--- src/rtl/count_event_monitor.sv ---
// Event monitor for a WIDTH-bit counter: compares each valid sample against a
// programmable value and reports match/wrap pulses, a PWM level and a saturating event count.
module count_event_monitor #(
  parameter int WIDTH = 5,
  parameter int EVT_W = 4
) (
  input  logic             clk,
  input  logic             reset,
  input  logic             cnt_valid,
  input  logic [WIDTH-1:0] cnt_in,
  input  logic [WIDTH-1:0] cmp_val,
  input  logic             cmp_we,
  input  logic             oneshot,
  input  logic             clr,
  output logic             match_pulse,
  output logic             wrap_pulse,
  output logic             pwm_out,
  output logic [EVT_W-1:0] match_cnt,
  output logic             sticky_match,
  output logic [1:0]       state_o
);

  // cnt_valid qualifies cnt_in for one cycle; there is no back-pressure, so
  // every cycle with cnt_valid=1 is consumed as exactly one sample.
  typedef enum logic [1:0] {
    IDLE = 2'd0,
    RUN  = 2'd1,
    HOLD = 2'd2
  } state_t;

  localparam logic [EVT_W-1:0] CNT_MAX = '1;
  localparam logic [EVT_W-1:0] CNT_ONE = {{(EVT_W-1){1'b0}}, 1'b1};

  state_t           state, state_nxt;
  logic [WIDTH-1:0] cmp_reg;
  logic [WIDTH-1:0] cnt_q;
  logic             prev_vld;
  logic             m, w, report;

  // A count stalled at the compare value must not re-fire, hence the edge term.
  assign m = cnt_valid && (cnt_in == cmp_reg) && (!prev_vld || (cnt_in != cnt_q));
  assign w = cnt_valid && prev_vld && (cnt_q == '1) && (cnt_in == '0);

  always_comb begin
    state_nxt = state;
    report    = 1'b0;
    case (state)
      IDLE: begin
        if (cnt_valid) begin
          report    = m;
          state_nxt = (m && oneshot) ? HOLD : RUN;
        end
      end
      RUN: begin
        report = m;
        if (m && oneshot) state_nxt = HOLD;
      end
      HOLD: begin
        // clr releases HOLD and lets a coincident match through as in RUN.
        if (clr) begin
          report    = m;
          state_nxt = (m && oneshot) ? HOLD : RUN;
        end
      end
      default: state_nxt = IDLE;
    endcase
  end

  always_ff @(posedge clk or negedge reset) begin
    if (!reset) begin
      state        <= IDLE;
      cmp_reg      <= '0;
      cnt_q        <= '0;
      prev_vld     <= 1'b0;
      match_pulse  <= 1'b0;
      wrap_pulse   <= 1'b0;
      pwm_out      <= 1'b0;
      match_cnt    <= '0;
      sticky_match <= 1'b0;
    end else begin
      state       <= state_nxt;
      match_pulse <= report;
      wrap_pulse  <= w;
      if (cmp_we) cmp_reg <= cmp_val;
      if (cnt_valid) begin
        cnt_q    <= cnt_in;
        prev_vld <= 1'b1;
        pwm_out  <= (cnt_in < cmp_reg);
      end
      // A match coinciding with clr counts as the first event after the clear.
      if (clr) begin
        match_cnt    <= report ? CNT_ONE : '0;
        sticky_match <= report;
      end else if (report) begin
        if (match_cnt != CNT_MAX) match_cnt <= match_cnt + CNT_ONE;
        sticky_match <= 1'b1;
      end
    end
  end

  assign state_o = state;

endmodule

--- config.mk ---
export PLATFORM = sky130hd
export DESIGN_NAME = count_event_monitor
export DESIGN_NICKNAME = d
export VERILOG_FILES = /design/src/rtl/count_event_monitor.sv
export SDC_FILE = /design/constraint.sdc
export NUM_CORES = 1
export LEC_CHECK = 0
export ABC_AREA = 1
export BUFFER_PORTS_ARGS = -buffer_cell sky130_fd_sc_hd__buf_2
export CORE_MARGIN = 2
export CORE_UTILIZATION = 35
export DETAILED_ROUTE_END_ITERATION = 12
export SKIP_CTS_REPAIR_TIMING = 1
export SYNTH_ARGS = -nofsm -noshare
export SYNTH_HDL_FRONTEND = slang
export SYNTH_SLANG_ARGS = --single-unit
--- constraint.sdc ---
create_clock -name clk -period 4.1 [get_ports clk]
set_clock_uncertainty 0.15 [all_clocks]
set_input_delay 0.82 -clock clk [delete_from_list [all_inputs] [get_ports clk]]
set_output_delay 0.82 -clock clk [all_outputs]
set_load 0.05 [all_outputs]
==> flow_metrics.py, run 1 <==
metrics = {
    "sta": {
        "tightest_slew_ns": 0.477,
        "rsz0062_at_grt": "no",
        "finalSetupTns_ns": 0,
        "maxSlewViolCount": 0,
        "finalCritPeriodShare_pct": 49.2,
        "fmax_ghz": 0.496,
        "finalHoldViolations": 0,
        "setup-violations-final": 0,
        "layout_min_cycle_time_ns": 2.02,
        "relSlewSlack_pct": 68.2,
    },
    "detailed_routing": {
        "wire_per_inst_um": 10.2,
        "first_pass_iters": 4,
        "ant_nets": 0,
        "wl_mm": 2.14,
        "via_count": 917,
        "via_per_inst": 4.37,
        "drt-initial-drc-count": 17,
        "drc": 0,
    },
    "logic_synthesis": {
        "async_reset_ff_share_pct": 100,
        "synth_top_area_share_pct": 46.3,
        "yosysMostFrequentCell": "nand2_1",
        "synth_commonest_cells": "nand2_1 (39), dfrtp_1 (21), inv_1 (21)",
        "syn-num-nets": 161,
        "yosysWarnings": 0,
        "ys_seq_area_share_pct": 46.3,
        "netlist_instances": 139,
        "synth_top_flop_cell": "dfrtp_1",
        "avgSynthCellArea_um2": 8.16,
        "synth-edff-count": 0,
        "ys_types": 26,
        "ys_seq_elements": 21,
        "synth.top_cells.by_area": "dfrtp_1 (46%), nand2_1 (13%), inv_1 (6.9%)",
        "yosysTopAreaCell": "dfrtp_1",
        "synth_area_um2": 1130,
    },
    "floorplan": {
        "core-area_um2": 3080,
        "rows": 20,
        "die_w_um": 60.9,
        "die_area_um2": 3710,
        "initial_core_util_pct": 36.9,
        "die_y_um": 60.9,
        "floorplan.io_pins": 26,
    },
    "setup_path": {
        "cpLargestDelayFamily": "flip-flops",
        "cp_num_buf_inv": 1,
        "cp.required_ns": 3.13,
        "cp-end-kind": "primary output",
        "cp_slowest_stage_delay_ns": 0.45,
        "worstPathArrival_ns": 1.05,
        "critical_path.slowest_cell": "dfrtp_1",
        "path_cells": "buf_2",
        "crit_type": "register to primary output",
        "cp_max_fo": 4,
        "timing.critical_path.from_type": "register",
    },
    "power": {
        "power_frac_seq_pct": 55.6,
        "ir_drop_mv": 0.162,
        "intPower_mw": 0.284,
        "p_sw_share_pct": 30.5,
        "combPwrFrac_pct": 20.2,
        "p_clk_share_pct": 24.2,
        "powerDensity_nw_per_um2": 307,
        "p_leak_nw": 0.746,
        "power_mw": 0.410,
        "power_switching_mw": 0.125,
    },
    "grt": {
        "grt_max_degree": 22,
        "grt_use_total_pct": 13.8,
        "grt_remaining_overflow": 0,
        "grt_pass1_wl_mm": 3.78,
        "antenna_found_initial": 0,
        "grt_pass1_vias": 918,
    },
    "layout": {
        "n_antenna_cell": 0,
        "drive_above_1_share_pct": 25.3,
        "area_growth_syn_to_layout_pct": 17.5,
        "nets": 189,
        "nFillCells": 317,
    },
    "clocking": {
        "htreeDepth": 1,
        "clock_latency_ns": 0.30,
        "clock_sinks": 21,
        "cts_root_buffer": "clkbuf_4",
        "path_clk_slew_ns": 0.11,
        "clockBufferDepth": 2,
        "cts_tree": "done",
        "cts_buffers": 3,
    },
    "outcome": {
        "status": "finished, final reports clean",
    },
    "run": {
        "maxCapViolations": 0,
    },
    "worst_hold_path": {
        "hold_class": "primary input to asynchronous set/reset pin",
    },
    "placement": {
        "gp_congestion": 0.801,
        "port_buffers": 25,
        "hpwl_mm": 1.68,
    },
}
-- cells by family (layout without fill, tap and decap cells) --
family | count (synthesis) | after routing | synth area share (%)
simple gates | 68 | 68 | 29.0
mux | 1 | 1 | 0.992
fa+ha+maj | 6 | 6 | 6.62
xor+xnor | 1 | 1 | 0.772
buf+inv | 27 | 54 | 9.04
flops | 21 | 21 | 46.3
compound gates | 15 | 15 | 7.28
-- metal layers --
metal	global-route usage [%]	share of wire (%)	routed length, um	vias to the layer above
met4	7.45	2.4	52	0
met1	16.8	48	1030	410
met5	0	0	0	-
met2	23.7	47	1000	13
li1	-	-	-	489
met3	1.92	2.6	55	5
-- final timing paths --
path | startpoint | endpoint | slack (ns) | cells after the start
min in group clk | sticky_match | sticky_match | 0.34 | 2
worst max register to register | cmp_reg[4] | match_cnt[0] | 2.45 | 11
worst min-delay path | reset | cmp_reg[4] | 0.31 | 1
worst min register to register | sticky_match | sticky_match | 0.34 | 2
worst max-delay path | match_cnt[3] | match_cnt[3] | 2.08 | 1
max in group asynchronous | reset | cmp_reg[3] | 3.17 | 1
-- layout by cell type (no fill, tap or decap), types with 2 or more instances in the layout --
master and count:
buf_2 25, clkbuf_4 3, dfrtp_1 21, ha_1 6
inv_1 21, inv_2 3, nand2_1 39, nand2_4 2
nand3_1 8, nand3_2 2, nor2_1 9, o21ai_0 10
o21ai_1 2
-- power by group through the flow --
stage	Clock, mW	Sequential (mW)	Combinational [mW]
6_report	0.0991	0.228	0.0829
5_1_grt	0.114	0.229	0.0955
4_1_cts	0.103	0.227	0.0847
3_5_place_dp	0	0.232	0.0844
3_3_place_gp	0	0.231	0.0823
2_1_floorplan	0	0.245	0.0418
-- cell type report --
cell class                 count  area [um^2]  area share [%]
timing repair buffer          25          125            9.38
clock buffer                   4         26.3            1.97
sequential                    21          526            39.4
tap                           44         55.1            4.13
inverter                      25         95.1            7.13
multi-input combinational     91          507            38.0
-- per-stage QoR --
step           setup WS (ns)  hold WS (ns)  instances  cell area [um^2]  util (%)
2_1_floorplan           2.08         0.311        139              1130         -
3_3_place_gp            1.90         0.337        206              1310      42.5
3_5_place_dp            1.86         0.322        206              1310      42.5
4_1_cts                 2.08         0.318        210              1330      43.3
5_1_grt                 2.02         0.325        210              1330      43.3
6_report                2.08         0.306        210              1330      43.3
Power figures use the tool's default switching activity.
==> inputs of run 2 (changes only) <==
==> constraint.sdc (replaced) <==
create_clock -name clk -period 1.9 [get_ports clk]
set_clock_uncertainty 0.15 [all_clocks]
set_input_delay 0.38 -clock clk [delete_from_list [all_inputs] [get_ports clk]]
set_output_delay 0.38 -clock clk [all_outputs]
set_load 0.05 [all_outputs]
==> run 2 against run 1 <==
  * Die area did not move
  * First-iteration DRC count rose by 18%
  * Critical path depth rose by 10
  * Sequential power rose by 120%
  * Final cell count rose by 0.95%
  * Sequential cell count did not move
  * Register-to-register slack got worse by 2.2 ns
  * Core utilization rose by 0.61 points
  * Hold slack got worse by 0.18 ns
  * Power rose by 120%
  * Setup slack got worse by 1.9 ns
  * Highest routed layer unchanged
==> flow_metrics.py, run 2 (synthesized netlist as in run 1, its figures left out) <==
metrics = {
    "outcome": {
        "status": "finished, final reports clean",
    },
    "power": {
        "power_switching_mw": 0.282,
        "p_leak_nw": 0.758,
        "combPwrFrac_pct": 20.6,
        "power_frac_seq_pct": 54.9,
        "p_clk_share_pct": 24.5,
        "p_sw_share_pct": 31.5,
        "powerDensity_nw_per_um2": 663,
        "ir_drop_mv": 0.318,
        "intPower_mw": 0.614,
    },
    "grt": {
        "grt_pass1_vias": 926,
        "antenna_found_initial": 0,
        "grt_pass1_wl_mm": 3.86,
        "grt_remaining_overflow": 0,
        "grt_use_total_pct": 14.1,
        "grt_max_degree": 22,
    },
    "detailed_routing": {
        "drc": 0,
        "via_per_inst": 4.49,
        "ant_nets": 0,
        "via_count": 952,
        "drt-initial-drc-count": 20,
        "first_pass_iters": 4,
        "wire_per_inst_um": 10.5,
        "wl_mm": 2.23,
    },
    "worst_hold_path": {
        "hold_class": "primary input to register",
    },
    "placement": {
        "hpwl_mm": 1.79,
        "port_buffers": 25,
        "gp_congestion": 0.796,
    },
    "setup_path": {
        "crit_type": "register to register",
        "worstPathArrival_ns": 1.75,
        "timing.critical_path.from_type": "register",
        "crit_path_start": "cmp_reg[4]",
        "reg2reg_depth": 11,
        "ff2ff_setup_slack_ns": 0.21,
        "cp_slowest_stage_delay_ns": 0.35,
        "critical_path.slowest_cell": "dfrtp_1",
        "cp-end-kind": "register",
        "critical_path_depth": 11,
        "cp.required_ns": 1.96,
        "cp_max_fo": 4,
        "cpLargestDelayFamily": "simple AND/OR/NAND/NOR gates",
        "crit_top_cell": "nand2_1",
        "cp_num_buf_inv": 2,
        "r2r-end": "match_cnt[2]",
        "crit_end": "match_cnt[2]",
        "path_cells": "inv_1 > ha_1 > nand2_1 > inv_2 > nand3_1 > nor2_4 > nand3_4 > nand2_4 > nand2_4 > nand2_1 > nand2_1",
        "crit-reg2reg-launch": "cmp_reg[4]",
    },
    "sta": {
        "finalHoldViolations": 0,
        "layout_min_cycle_time_ns": 1.69,
        "fmax_ghz": 0.591,
        "finalSetupTns_ns": 0,
        "finalCritPeriodShare_pct": 89.1,
        "maxSlewViolCount": 0,
        "relSlewSlack_pct": 68.3,
        "rsz0062_at_grt": "no",
        "tightest_slew_ns": 0.475,
        "hold_ws_ns": 0.129,
        "setup-violations-final": 0,
    },
    "floorplan": {
        "die_y_um": 60.9,
        "die_area_um2": 3710,
        "rows": 20,
        "core-area_um2": 3080,
        "floorplan.io_pins": 26,
        "initial_core_util_pct": 36.9,
        "die_w_um": 60.9,
    },
    "clocking": {
        "cts_buffers": 3,
        "clock_sinks": 21,
        "cts_tree": "done",
        "path_clk_slew_ns": 0.12,
        "cts_root_buffer": "clkbuf_4",
        "htreeDepth": 1,
        "clockBufferDepth": 2,
        "clock_latency_ns": 0.30,
    },
    "layout": {
        "area_growth_syn_to_layout_pct": 19.2,
        "n_antenna_cell": 0,
        "nFillCells": 325,
        "final_common_cell": "nand2_1",
        "drive_above_1_share_pct": 26.2,
        "final_cell_mix": "nand2_1 (39), buf_2 (25), inv_1 (21), dfrtp_1 (21), o21ai_0 (10)",
        "nets": 191,
    },
    "run": {
        "maxCapViolations": 0,
    },
}
run 2: cell types whose count changed in the layout (fill, tap and decap cells not counted):
cell and delta:
clkbuf_1 -1, clkinv_2 +1, dlygate4sd3_1 +1, buf_4 +1
run 2: power groups by stage:
stage	sequential, mW	clock (mW)	combinational, mW
4_1_cts	0.492	0.227	0.186
2_1_floorplan	0.529	0	0.0902
3_3_place_gp	0.499	0	0.180
6_report	0.492	0.219	0.185
5_1_grt	0.496	0.251	0.210
3_5_place_dp	0.501	0	0.185
run 2: per-layer routing:
metal	track usage (%)	share of wire, %	up-vias
met5	0	0	-
met4	6.52	1.2	0
met3	1.92	2.6	2
met2	24.9	50	12
met1	16.9	46	442
li1	-	-	496
run 2: worst min-delay path by stage:
stage               startpoint          to  slack [ns]  cells past startpoint
CTS                      reset  cmp_reg[2]       -0.13                      1
global placement         reset  cmp_reg[1]        0.21                      1
global route        cmp_val[2]  cmp_reg[2]        0.12                      3
finish              cmp_val[1]  cmp_reg[1]        0.13                      3
floorplan                reset  cmp_reg[0]       -0.07                      0
detailed placement       reset    cnt_q[4]        0.22                      1
run 2: layout make-up:
class / instances / area (um^2) / share of cell area, %
Inverter: 25 / 95.1 / 7.03
Clock buffer: 3 / 22.5 / 1.67
Sequential cell: 21 / 526 / 38.9
Multi-Input combinational cell: 91 / 507 / 37.5
Clock inverter: 1 / 5.00 / 0.370
Timing Repair Buffer: 27 / 143 / 10.5
Tap cell: 44 / 55.1 / 4.07
run 2: metrics by stage:
stage	utilization (%)	worst slack (ns)	instances	power, mW	area [um^2]
4_1_cts	43.6	0.201	211	0.906	1340
5_1_grt	43.9	0.0897	212	0.957	1350
2_1_floorplan	-	0.306	139	0.619	1130
6_report	43.9	0.208	212	0.896	1350
3_3_place_gp	42.7	0.140	207	0.679	1320
3_5_place_dp	42.7	0.0880	207	0.686	1320
run 2: tightest hold or removal path: stages:
cell     delay (ns)
buf_2          0.07
nand2_1        0.03
o21ai_0        0.06
==> inputs of run 3 (changes only) <==
--- a/config.mk
+++ b/config.mk
@@ -7,7 +7,7 @@
 export LEC_CHECK = 0
 export ABC_AREA = 1
 export BUFFER_PORTS_ARGS = -buffer_cell sky130_fd_sc_hd__buf_2
-export CORE_MARGIN = 2
+export CORE_MARGIN = 4
 export CORE_UTILIZATION = 35
 export DETAILED_ROUTE_END_ITERATION = 12
 export SKIP_CTS_REPAIR_TIMING = 1
==> run 3 against run 2 <==
  * Routed wire length is 0.18% lower
  * Power down 0.64%
  * Via count grew 0.21%
  * Non-clock buffer count down 1
  * First-iteration DRC count grew 20%
  * Clock power hardly changed
  * Largest cell class unchanged
  * Sequential share of layout area is 0.22 points higher
==> flow_metrics.py, run 3 (synthesized netlist as in run 1, its figures left out) <==
metrics = {
    "outcome": {
        "status": "finished, final reports clean",
    },
    "floorplan": {
        "core-area_um2": 3080,
        "die_area_um2": 4220,
        "die_y_um": 64.9,
        "initial_core_util_pct": 36.9,
        "floorplan.io_pins": 26,
        "rows": 20,
        "die_w_um": 64.9,
    },
    "layout": {
        "fin_util_pct": 43.7,
        "n_antenna_cell": 0,
        "area_growth_syn_to_layout_pct": 18.5,
        "final_cell_mix": "nand2_1 (39), buf_2 (25), inv_1 (21), dfrtp_1 (21), o21ai_0 (10)",
        "final_common_cell": "nand2_1",
        "multi_input_area_um2": 507,
        "regArea_um2": 526,
        "drive_above_1_share_pct": 25.7,
        "nets": 190,
        "nFillCells": 335,
    },
    "power": {
        "powerDensity_nw_per_um2": 662,
        "p_leak_nw": 0.753,
        "ir_drop_mv": 0.344,
        "power_mw": 0.890,
    },
    "sta": {
        "maxSlewViolCount": 0,
        "worst_slack_ns": 0.237,
        "rsz0062_at_grt": "no",
        "fmax_ghz": 0.601,
        "finalCritPeriodShare_pct": 87.5,
        "setup-violations-final": 0,
        "tightest_slew_ns": 0.479,
        "relSlewSlack_pct": 68.0,
        "finalHoldViolations": 0,
        "finalSetupTns_ns": 0,
        "layout_min_cycle_time_ns": 1.66,
    },
    "grt": {
        "grt_pass1_wl_mm": 3.87,
        "antenna_found_initial": 0,
        "grt_remaining_overflow": 0,
        "grt_max_degree": 22,
        "grt_pass1_vias": 896,
        "grt_use_total_pct": 11.8,
    },
    "setup_path": {
        "crit-reg2reg-launch": "cmp_reg[4]",
        "critical_path_depth": 11,
        "cpLargestDelayFamily": "simple AND/OR/NAND/NOR gates",
        "crit_top_cell": "nand2_1",
        "worstPathArrival_ns": 1.72,
        "crit_type": "register to register",
        "path_cells": "inv_1 > ha_1 > nand2_1 > inv_2 > nand3_1 > nor2_4 > nand3_4 > nand2_4 > nand2_4 > nand2_1 > nand2_1",
        "cp-end-kind": "register",
        "cp_max_fo": 4,
        "cp_num_buf_inv": 2,
        "cp.required_ns": 1.96,
        "crit_path_start": "cmp_reg[4]",
        "reg2reg_depth": 11,
        "cp_slowest_stage_delay_ns": 0.35,
        "critical_path.slowest_cell": "dfrtp_1",
        "timing.critical_path.from_type": "register",
    },
    "worst_hold_path": {
        "whs_path_depth": 3,
        "hold_class": "primary input to register",
        "hp-start": "cmp_val[4]",
    },
    "placement": {
        "gp_congestion": 0.776,
        "post-place-ws_ns": 0.0863,
        "hpwl_mm": 1.78,
        "port_buffers": 25,
    },
    "clocking": {
        "cts_buffers": 3,
        "clock_sinks": 21,
        "clock_latency_ns": 0.30,
        "clockBufferDepth": 2,
        "cts_tree": "done",
        "htreeDepth": 1,
        "path_clk_slew_ns": 0.12,
        "cts_root_buffer": "clkbuf_4",
    },
    "detailed_routing": {
        "first_pass_iters": 4,
        "via_per_inst": 4.52,
        "via_count": 954,
        "drc": 0,
        "wl_mm": 2.23,
        "ant_nets": 0,
        "drt-initial-drc-count": 24,
        "wire_per_inst_um": 10.5,
    },
    "run": {
        "maxCapViolations": 0,
    },
}
-- run 3: cell types whose count changed in the layout (fill, tap and decap cells not counted), sizes merged --
| cell | before | now |
|---|---|---|
| buf | 26 | 25 |
-- run 3: routing by layer --
layer  global-route usage (%)  vias up  routed length (um)
met4                     6.33        0                  40
met2                     19.7       15                1110
li1                         -      493                   -
met3                     1.91        4                  95
met5                        0        -                   0
met1                     14.5      442                 978
-- run 3: worst paths after layout --
path	slack, ns	endpoint
setup reg to reg	0.24	match_cnt[3]
hold reg to reg	0.36	sticky_match
min in group asynchronous	0.40	cnt_q[0]
setup / recovery	0.24	match_cnt[3]
hold / removal	0.12	cmp_reg[4]
max in group asynchronous	0.87	cnt_q[2]
-- run 3: tightest hold or removal path: cells and delay by family --
family                 cells  cell delay, ns
AO/OA/AOI/OAI              1            0.06
AND/OR/NAND/NOR            1            0.04
buffers and inverters      1            0.07
-- run 3: area by class of cell --
type | instances | share of cell area (%)
clock inverter | 1 | 0.372
tap | 44 | 4.09
clock buffer | 3 | 1.67
inverter | 25 | 7.07
sequential | 21 | 39.1
timing repair buffer | 26 | 10.0
multi-input combinational | 91 | 37.7
-- run 3: where the power goes --
part	internal (mW)	switching, mW	total [mW]
Combinational	0.0586	0.122	0.181
Sequential	0.475	0.0163	0.491
Clock	0.0785	0.140	0.218
Total	0.612	0.278	0.890
-- run 3: through the flow --
step / cells / hold WS, ns / cell area [um^2]
4_1_cts: 210 / -0.121 / 1340
2_1_floorplan: 139 / -0.0656 / 1130
3_3_place_gp: 206 / 0.211 / 1310
3_5_place_dp: 206 / 0.224 / 1310
6_report: 211 / 0.124 / 1350
5_1_grt: 211 / 0.101 / 1350
